## src/rtl/voice_scheduler.sv

```systemverilog
// Four-voice note scheduler: round-robin voice allocation with stealing, per-voice
// reset/prep/go sequencing, and a handshaked saturating mixer for the active voices.
`timescale 1ns/1ps
module voice_scheduler #(
  parameter logic [15:0] LIFE_SAMPLES = 16'd48000,
  parameter logic [11:0] PREP_TIMEOUT = 12'd4095
) (
  input  logic        clk,
  input  logic        reset,
  input  logic        note_valid,
  output logic        note_ready,
  input  logic [9:0]  note_delay,
  input  logic [7:0]  note_velocity,
  output logic [3:0]  v_reset,
  output logic [3:0]  v_go,
  input  logic [3:0]  v_prepped,
  output logic [39:0] v_delay,
  output logic [31:0] v_velocity,
  input  logic [3:0]  v_ready,
  output logic [3:0]  v_received,
  input  logic [71:0] v_data,
  output logic [17:0] sample_out,
  output logic        sample_valid,
  input  logic        sample_full,
  output logic [3:0]  prep_err
);

  localparam logic [2:0] V_IDLE   = 3'd0;
  localparam logic [2:0] V_RST    = 3'd1;
  localparam logic [2:0] V_PREP   = 3'd2;
  localparam logic [2:0] V_GO     = 3'd3;
  localparam logic [2:0] V_ACTIVE = 3'd4;

  localparam logic [1:0] M_WAIT = 2'd0;
  localparam logic [1:0] M_ACK  = 2'd1;
  localparam logic [1:0] M_REL  = 2'd2;

  localparam logic signed [19:0] SAT_MAX = 20'sd131071;
  localparam logic signed [19:0] SAT_MIN = -20'sd131072;

  logic [3:0][2:0]  vs_q, vs_d;
  logic [3:0][15:0] life_q, life_d;
  logic [3:0][11:0] tmo_q, tmo_d;
  logic [3:0]       perr_q, perr_d;
  logic [39:0]      delay_q, delay_d;
  logic [31:0]      vel_q, vel_d;
  logic [1:0]       rr_q, rr_d;
  logic [1:0]       m_q, m_d;
  logic [3:0]       s_q, s_d;
  logic [3:0]       recv_q, recv_d;
  logic [17:0]      sum_q, sum_d;
  logic             sval_q, sval_d;

  logic [3:0]        idle, active, sel;
  logic [1:0]        target, idx;
  logic              found, accept;
  logic signed [19:0] total;
  logic [17:0]       sat;

  always_comb begin
    for (int unsigned i = 0; i < 4; i++) begin
      idle[i]   = (vs_q[i] == V_IDLE);
      active[i] = (vs_q[i] == V_ACTIVE);
    end
  end

  assign note_ready = (m_q == M_WAIT) && !reset;
  assign accept     = note_valid && note_ready;

  // First IDLE voice at or after rr wins; with none idle, voice rr is stolen.
  always_comb begin
    target = rr_q;
    found  = 1'b0;
    idx    = rr_q;
    for (int unsigned k = 0; k < 4; k++) begin
      idx = rr_q + 2'(k);
      if (!found && idle[idx]) begin
        target = idx;
        found  = 1'b1;
      end
    end
  end

  assign sel  = accept ? (4'b0001 << target) : 4'b0000;
  assign rr_d = accept ? target + 2'd1 : rr_q;

  always_comb begin
    delay_d = delay_q;
    vel_d   = vel_q;
    for (int unsigned i = 0; i < 4; i++) begin
      if (sel[i]) begin
        delay_d[10*i +: 10] = note_delay;
        vel_d[8*i +: 8]     = note_velocity;
      end
    end
  end

  always_comb begin
    vs_d   = vs_q;
    life_d = life_q;
    tmo_d  = tmo_q;
    perr_d = perr_q;
    for (int unsigned i = 0; i < 4; i++) begin
      case (vs_q[i])
        V_RST: begin
          vs_d[i]  = V_PREP;
          tmo_d[i] = '0;
        end
        V_PREP: begin
          if (v_prepped[i]) begin
            vs_d[i] = V_GO;
          end else if (tmo_q[i] == PREP_TIMEOUT - 12'd1) begin
            vs_d[i]   = V_IDLE;
            perr_d[i] = 1'b1;
          end else begin
            tmo_d[i] = tmo_q[i] + 12'd1;
          end
        end
        V_GO: begin
          vs_d[i]   = V_ACTIVE;
          life_d[i] = '0;
        end
        V_ACTIVE: begin
          // Life advances once per mixed sample this voice contributed to.
          if (m_q == M_ACK && s_q[i]) begin
            if (life_q[i] == LIFE_SAMPLES - 16'd1) vs_d[i] = V_IDLE;
            else life_d[i] = life_q[i] + 16'd1;
          end
        end
        default: vs_d[i] = V_IDLE;
      endcase
      if (sel[i]) vs_d[i] = V_RST;
    end
  end

  always_comb begin
    total = '0;
    for (int unsigned i = 0; i < 4; i++) begin
      if (s_q[i]) total = total + {{2{v_data[18*i+17]}}, v_data[18*i +: 18]};
    end
    if (total > SAT_MAX)      sat = 18'h1FFFF;
    else if (total < SAT_MIN) sat = 18'h20000;
    else                      sat = total[17:0];
  end

  always_comb begin
    m_d    = m_q;
    s_d    = s_q;
    recv_d = recv_q;
    sum_d  = sum_q;
    sval_d = 1'b0;
    case (m_q)
      M_WAIT: begin
        if (!sample_full && ((active & ~v_ready) == 4'b0000)) begin
          s_d    = active;
          recv_d = active;
          m_d    = M_ACK;
        end
      end
      M_ACK: begin
        sum_d  = sat;
        sval_d = 1'b1;
        m_d    = M_REL;
      end
      M_REL: begin
        if ((v_ready & s_q) == 4'b0000) begin
          recv_d = '0;
          m_d    = M_WAIT;
        end
      end
      default: begin
        recv_d = '0;
        m_d    = M_WAIT;
      end
    endcase
  end

  always_ff @(posedge clk) begin
    if (reset) begin
      vs_q    <= '0;
      life_q  <= '0;
      tmo_q   <= '0;
      perr_q  <= '0;
      delay_q <= '0;
      vel_q   <= '0;
      rr_q    <= '0;
      m_q     <= M_WAIT;
      s_q     <= '0;
      recv_q  <= '0;
      sum_q   <= '0;
      sval_q  <= 1'b0;
    end else begin
      vs_q    <= vs_d;
      life_q  <= life_d;
      tmo_q   <= tmo_d;
      perr_q  <= perr_d;
      delay_q <= delay_d;
      vel_q   <= vel_d;
      rr_q    <= rr_d;
      m_q     <= m_d;
      s_q     <= s_d;
      recv_q  <= recv_d;
      sum_q   <= sum_d;
      sval_q  <= sval_d;
    end
  end

  always_comb begin
    for (int unsigned i = 0; i < 4; i++) begin
      v_reset[i] = (vs_q[i] == V_RST);
      v_go[i]    = (vs_q[i] == V_GO);
    end
  end

  assign v_delay      = delay_q;
  assign v_velocity   = vel_q;
  assign v_received   = recv_q;
  assign sample_out   = sum_q;
  assign sample_valid = sval_q;
  assign prep_err     = perr_q;

endmodule

```

## config.mk

```make
export PLATFORM = sky130hd
export DESIGN_NAME = voice_scheduler
export DESIGN_NICKNAME = d
export VERILOG_FILES = /design/src/rtl/voice_scheduler.sv
export SDC_FILE = /design/constraint.sdc
export NUM_CORES = 1
export LEC_CHECK = 0
export BUFFER_PORTS_ARGS = -buffer_cell sky130_fd_sc_hd__buf_2
export CAP_MARGIN = 20
export CORE_UTILIZATION = 35
export CTS_BUF_LIST = sky130_fd_sc_hd__clkbuf_16
export DETAILED_ROUTE_END_ITERATION = 8
export GPL_ROUTABILITY_DRIVEN = 0
export PLACE_DENSITY = 0.52
export SLEW_MARGIN = 20
export SYNTH_ARGS = -nofsm -noshare
export SYNTH_HDL_FRONTEND = slang
export SYNTH_SLANG_ARGS = --single-unit
```

## constraint.sdc

```tcl
create_clock -name clk -period 20.1 [get_ports clk]
set_input_delay 4.02 -clock clk [delete_from_list [all_inputs] [get_ports clk]]
set_output_delay 4.02 -clock clk [all_outputs]
set_load 0.05 [all_outputs]
```

=== Word level (Yosys, flattened, before mapping) ===
Index checks and enable logic that the tools add are counted.

* Shift operators: 1
* Eq/ne operators: 64
* $add $sub $neg: 15
* Muxes and demuxes: 76
* $lt $le $gt $ge: 6
* Bitwise gates (word level): 8
* Reduce and logical (&&, ||, !) cells: 57

{| class="wikitable"
|+ Operator list
! operator !! number
|-
| $mux W16 || 8
|-
| $pmux W16 S2 || 4
|-
| $mux W12 || 8
|-
| $pmux W12 S2 || 4
|-
| $mux W20 || 4
|-
| $add A16 B1 Y16 const B || 4
|-
| $eq A16 B16 Y1 const B || 4
|-
| $reduce_and A3 Y1 || 21
|-
| $add A20 B20 Y20 || 3
|-
| $add A12 B1 Y12 const B || 4
|-
| $eq A12 B12 Y1 const B || 4
|-
| $mux W3 || 16
|-
| $pmux W3 S4 || 4
|-
| $mux W18 || 2
|-
| $ne A2 B2 Y1 const B || 13
|-
| $eq A3 B2 Y1 const B || 8
|-
| $ne A3 B1 Y1 const B || 8
|-
| $gt A20 B18 Y1 const B || 1
|-
| $lt A20 B18 Y1 const B || 1
|-
| $ne A2 B1 Y1 const B || 9
|-
| $ne A4 B4 Y1 const B || 4
|-
| $reduce_bool A2 Y1 || 8
|-
| $eq A3 B1 Y1 const B || 4
|-
| $eq A3 B3 Y1 const B || 4
|-
| 23 further kinds || 77
|}

* Output and inout port bits: 108
* Register bits after elaboration: 231
* Word-level logic and storage cells: 261
* Input port bits: 102

=== Longest topological paths before layout ===
* Depth in word-level cells: 17
* Depth in mapped cells: 35
* Mapped depth without buffers: 31

=== Least setup slack after synthesis ===
No wires, ideal clock.

* Kind: input port to flip-flop
* From: input v_data[0]
* To: register sum_q[10] (netlist: sample_out[10])
* Cell stages on the path: 29
* Path buffers: 1
* Setup slack: 10.151 ns
* Required time: 19.978 ns
* Library setup time: 0.122 ns
* Data arrival time: 9.827 ns
* Cell sequence: and2_1 ha_1 fa_1 a211oi_1 o21bai_1 a21oi_1 o21ai_1 a41oi_1 xnor2_1 mux2_2 ha_1 a21oi_1 o21a_1 a21bo_2 a21o_2 a21oi_1 xnor2_1 mux2_2 ha_1 and3_1 nand2_1 a2111oi_2 nor3_1 nor3b_2 xnor2_2 xor2_4 a21oi_2 buf_6 a221o_1

* Cells in the longest elaborated chain, start to end: 10
* Elaborated cells between the ends (all ways): 11
* Classes of those cells: add/sub (3); order compare (2); mux (6)

{| class="wikitable"
|+ RTL lines
! element !! line !! text
|-
| start: declaration || 21 || <nowiki>input logic [71:0] v_data,</nowiki>
|-
| $mux W20 (*) || 139 || <nowiki>if (s_q[i]) total = total + {{2{v_data[18*i+17]}}, v_data[18*i +: 18]};</nowiki>
|-
| $add A20 B20 Y20 || 139 ||
|-
| $mux W20 (*) || 139 ||
|-
| $add A20 B20 Y20 || 139 ||
|-
| $mux W20 (*) || 139 ||
|-
| $add A20 B20 Y20 || 139 ||
|-
| $mux W20 (*) || 139 ||
|-
| $lt A20 B18 Y1 || 142 || <nowiki>else if (total < SAT_MIN) sat = 18'h20000;</nowiki>
|-
| $mux W18 || 142 ||
|-
| $mux W18 (*) || 141 || <nowiki>if (total > SAT_MAX) sat = 18'h1FFFF;</nowiki>
|-
| end signal: assignment || 203 || <nowiki>sum_q <= sum_d;</nowiki>
|-
| end: declaration || 51 || <nowiki>logic [17:0] sum_q, sum_d;</nowiki>
|}

Mark *: on every way between the ends. The rest lies on a longest branch, timed or not.
A chain may end at the register's enable or synchronous reset.

=== Worst setup path after layout ===
* From: input v_data[0]
* To: register sum_q[13] (netlist: sample_out[13])

The elaborated chain is that of the path after synthesis.

==> tab_implementation.tex <==
\begin{tabular}{lr}
\hline
Metric & Value \\
\hline
\multicolumn{2}{l}{\textbf{Critical path}} \\
Destination of the worst register-to-register timing path & sample\_out[13] \\
Crit Path Class & in2reg \\
Flop2flop setup slack & between 10 and 15 ns \\
Worst setup path startpoint & v\_data[0] \\
Crit path to & sample\_out[13] \\
Worst Reg2Reg Path Length in Cells & 28 \\
Most prevalent standard cell on the critical path & sky130\_fd\_sc\_hd\_\_a21oi\_1 \\
Top Family by Delay on Critical Path & compound AO/OA/AOI/OAI gates \\
Worst Setup End Kind & flip-flop \\
Worst Path Buf+Inv & 1 \\
Critical Path RT & around 20 ns \\
Delay of the slowest critical-path stage & approximately 0.47 ns \\
Worst endpoint data arrival time & $\sim$11 ns \\
Element type at the critical path start & input pin \\
Max stage delay cell, worst path & sky130\_fd\_sc\_hd\_\_a21oi\_2 \\
Critical register-to-register path startpoint & s\_q[0] \\
CP Depth & 29 \\
CP max FO & 12 \\
\multicolumn{2}{l}{\textbf{STA}} \\
Normalized max-slew margin & 0.305 \\
FMAX & just under 100 MHz \\
Worst Slack Setup Final & 10.04 ns \\
Total Negative Setup Slacks & 0 ns \\
Worst setup skew after layout & between 0.01 and 0.015 ns \\
Final setup fails & 0 \\
Worst Max-Slew Pin Slew & 1.04 ns \\
Crit path time final & 10.06 ns \\
Setup repair after global routing missed its margin & no \\
Period utilisation layout & 0.500 \\
Final Hold Violating Endpoints & 0 \\
Fin. max-slew vios & 0 \\
\multicolumn{2}{l}{\textbf{Routing}} \\
Vias & 11955 \\
Vias per std cell & about 5.1 \\
First-pass iteration count of the detailed router & 5 \\
Number of DRC violations after detailed-routing iteration 0 & roughly 740 \\
Antenna Violating Nets Remaining & 0 \\
Routed wire length & roughly 37000 um \\
Routed length per instance & between 15 and 20 um \\
DRC violations left & 0 \\
\multicolumn{2}{l}{\textbf{Die}} \\
Y dimension of the die & 197 um \\
DIE WIDTH & 197 um \\
Number of top-level pins & 210 \\
Area of the core region & around 37000 um2 \\
Initial core utilization & 0.359 \\
DIE AREA & 38700 um2 \\
\# rows & 70 \\
\multicolumn{2}{l}{\textbf{Layout}} \\
Share of cells above drive strength 1 & 0.174 \\
Leading cell types in the layout, fill and taps excluded & sky130\_fd\_sc\_hd\_\_nand2\_1, sky130\_fd\_sc\_hd\_\_dfxtp\_1, sky130\_fd\_sc\_hd\_\_buf\_2 \\
Area overhead of the layout relative to synthesis & 17.0\% \\
Most frequent standard cell in the layout excluding fill and tap cells & sky130\_fd\_sc\_hd\_\_nand2\_1 \\
Post-layout nets & between 2000 and 2500 \\
\multicolumn{2}{l}{\textbf{Power}} \\
Part of the power in the clock network & 0.396 \\
Worst ir drop on vdd & between 0.04 and 0.05 mV \\
Switching pwr & roughly 0.00037 W \\
Share of power burned in registers & 0.413 \\
Power per cell area & about 76 nW/um2 \\
Standby leakage power & around 6.6 nW \\
Combinational fraction of design power & 0.191 \\
Cell-internal power & $\sim$0.00081 W \\
Sw Share & 0.313 \\
\multicolumn{2}{l}{\textbf{Hold path}} \\
Tightest Hold Check Type & reg2reg \\
Worst hold path depth & 2 \\
\multicolumn{2}{l}{\textbf{Clocking}} \\
Clock net sink count & about 230 \\
Number of gates resized after CTS & 0 \\
Worst skew pair latency & 0.54 ns \\
Max H-tree Level & 1 \\
Number of setup buffers added after CTS & 0 \\
Number of buffers on the longest clock path & 3 \\
CTS tree & done \\
Cell at the root of the clock tree & sky130\_fd\_sc\_hd\_\_clkbuf\_16 \\
Count of hold buffers inserted by post-cts repair & 0 \\
Clock-pin slew reported for the worst setup and hold paths after clock tree synthesis & around 0.06 ns \\
Cts bufs inserted & 27 \\
\multicolumn{2}{l}{\textbf{Yosys}} \\
Dominant cells by area after synthesis & sky130\_fd\_sc\_hd\_\_dfxtp\_1, sky130\_fd\_sc\_hd\_\_nand2\_1, sky130\_fd\_sc\_hd\_\_ha\_1 \\
Number of enable-type register cells in the synthesized netlist & 0 \\
Synthesized instance count & between 1500 and 2000 \\
Area share of the leading cell type in the synthesized netlist & 0.348 \\
Mean Syn Cell Area & just over 8 um2 \\
Portion of the post-synthesis area used by sequential elements & 0.348 \\
Number of flip-flops and latches in the synthesized netlist & around 230 \\
Most instantiated flip-flop cell in the synthesis netlist & sky130\_fd\_sc\_hd\_\_dfxtp\_1 \\
Net count after synthesis & roughly 1800 \\
Yosys warning total & 0 \\
Synth Cell Area & about 13000 um2 \\
Library cell with the largest summed area after synthesis & sky130\_fd\_sc\_hd\_\_dfxtp\_1 \\
Number of unique standard cell types used by synthesis & slightly above 80 \\
Synth async-reset ratio & 0 \\
\multicolumn{2}{l}{\textbf{Status}} \\
Result of the run & completed \\
\multicolumn{2}{l}{\textbf{GRT}} \\
First-pass GRT wire length & roughly 60000 um \\
Antenna violations before repair & 2 \\
Total gr overflow & 0 \\
Vias in the first global route & about 11000 \\
Maximum number of pins on one net before global-route repair & 80 \\
Overall routing resource usage & 0.191 \\
\multicolumn{2}{l}{\textbf{Placement}} \\
Count of port buffers added during placement & 209 \\
Worst Setup Slack post-DPL & around 9.5 ns \\
Placed wire-length estimate after detailed placement & 27700 um \\
\multicolumn{2}{l}{\textbf{Run}} \\
Max-cap violation count & 0 \\
\hline
\end{tabular}
how the worst min path moves through the flow:
stage | to | from
final | v_velocity[29] | v_velocity[29]
after global routing | v_velocity[6] | v_velocity[6]
after CTS | v_velocity[17] | v_velocity[17]
after detailed placement | v_velocity[6] | v_velocity[6]
after global placement | v_delay[7] | v_delay[7]
after floorplan | life_q[49] | life_q[49]
registers in the layout, indices dropped and copies added (netlist names):
register and cells:
v_delay 40, s_q 4, prep_err 4, v_received 4, sample_valid 1, v_velocity 32
m_q 2, rr_q 2, tmo_q 48, vs_q 12, life_q 64, sample_out 18
power by group through the flow:
stage               clock [W]  combinational, W  sequential [W]
finish               0.000467          0.000225        0.000487
CTS                  0.000482          0.000227        0.000487
global route         0.000503          0.000248        0.000489
floorplan                   0          0.000116        0.000542
detailed placement          0          0.000226        0.000497
global placement            0          0.000224        0.000496
kinds of logic after synthesis:
group	synth area share
buf+inv	0.0345
fa+ha+maj	0.0724
simple gates	0.243
compound gates	0.184
xor+xnor	0.0845
flops	0.348
mux	0.0323
cells in the mapped netlist, drive strengths merged, types with 4 or more instances:
| cell | instances |
|---|---|
| nand2 | 251 |
| dfxtp | 231 |
| nor2 | 184 |
| a21oi | 173 |
| ha | 72 |
| xor2 | 70 |
| o21ai | 56 |
| xnor2 | 55 |
| nand3 | 49 |
| clkbuf | 42 |
| inv | 39 |
| a21o | 36 |
| nor3 | 33 |
| and3 | 26 |
| nand4 | 26 |
| or3 | 26 |
| and2 | 21 |
| mux2 | 21 |
| mux2i | 18 |
| buf | 17 |
| nand2b | 16 |
| or2 | 16 |
| a211oi | 15 |
| o21a | 14 |
| a221o | 13 |
| nor3b | 9 |
| and4 | 8 |
| nor2b | 8 |
| nor4 | 7 |
| a2111oi | 6 |
| o211ai | 6 |
| o21bai | 6 |
| a211o | 5 |
| a21bo | 5 |
| a221oi | 5 |
| a31o | 5 |
| o22ai | 5 |
| o2bb2ai | 5 |
| a31oi | 4 |
| a41oi | 4 |
| nor4bb | 4 |
layout make-up:
cell class                 instances  area [um2]
sequential                       231        4620
clock inverter                    21         149
multi-input combinational       1313        8190
antenna                            1        2.50
tap                              504         631
timing repair buffer             216        1100
fill                            3819       21400
clock buffer                      27         676
inverter                          40         150
layer usage:
metal,routed length (um),track usage
met1,18000,0.264
met2,16600,0.308
met3,1640,0.0293
met4,808,0.0491
met5,8,0
worst min-delay path: cells and delay by family, from the launching register on:
family          cells  cell delay [ns]
compound gates      1             0.05
simple gates        1             0.05
flops               1             0.30
metrics by stage:
step                      instances  instance area (um2)  hold WS, ns  power, W   util
after global placement         2304                14700        0.440  0.000720  0.398
after detailed placement       2304                14700        0.445  0.000722  0.398
after floorplan                1646                13300        0.449  0.000658      -
final                          2353                15500        0.449   0.00118  0.420
after global routing           2353                15500        0.464   0.00124  0.420
after CTS                      2352                15500        0.453   0.00120  0.420
No activity file was read; power rests on OpenSTA's default activity.
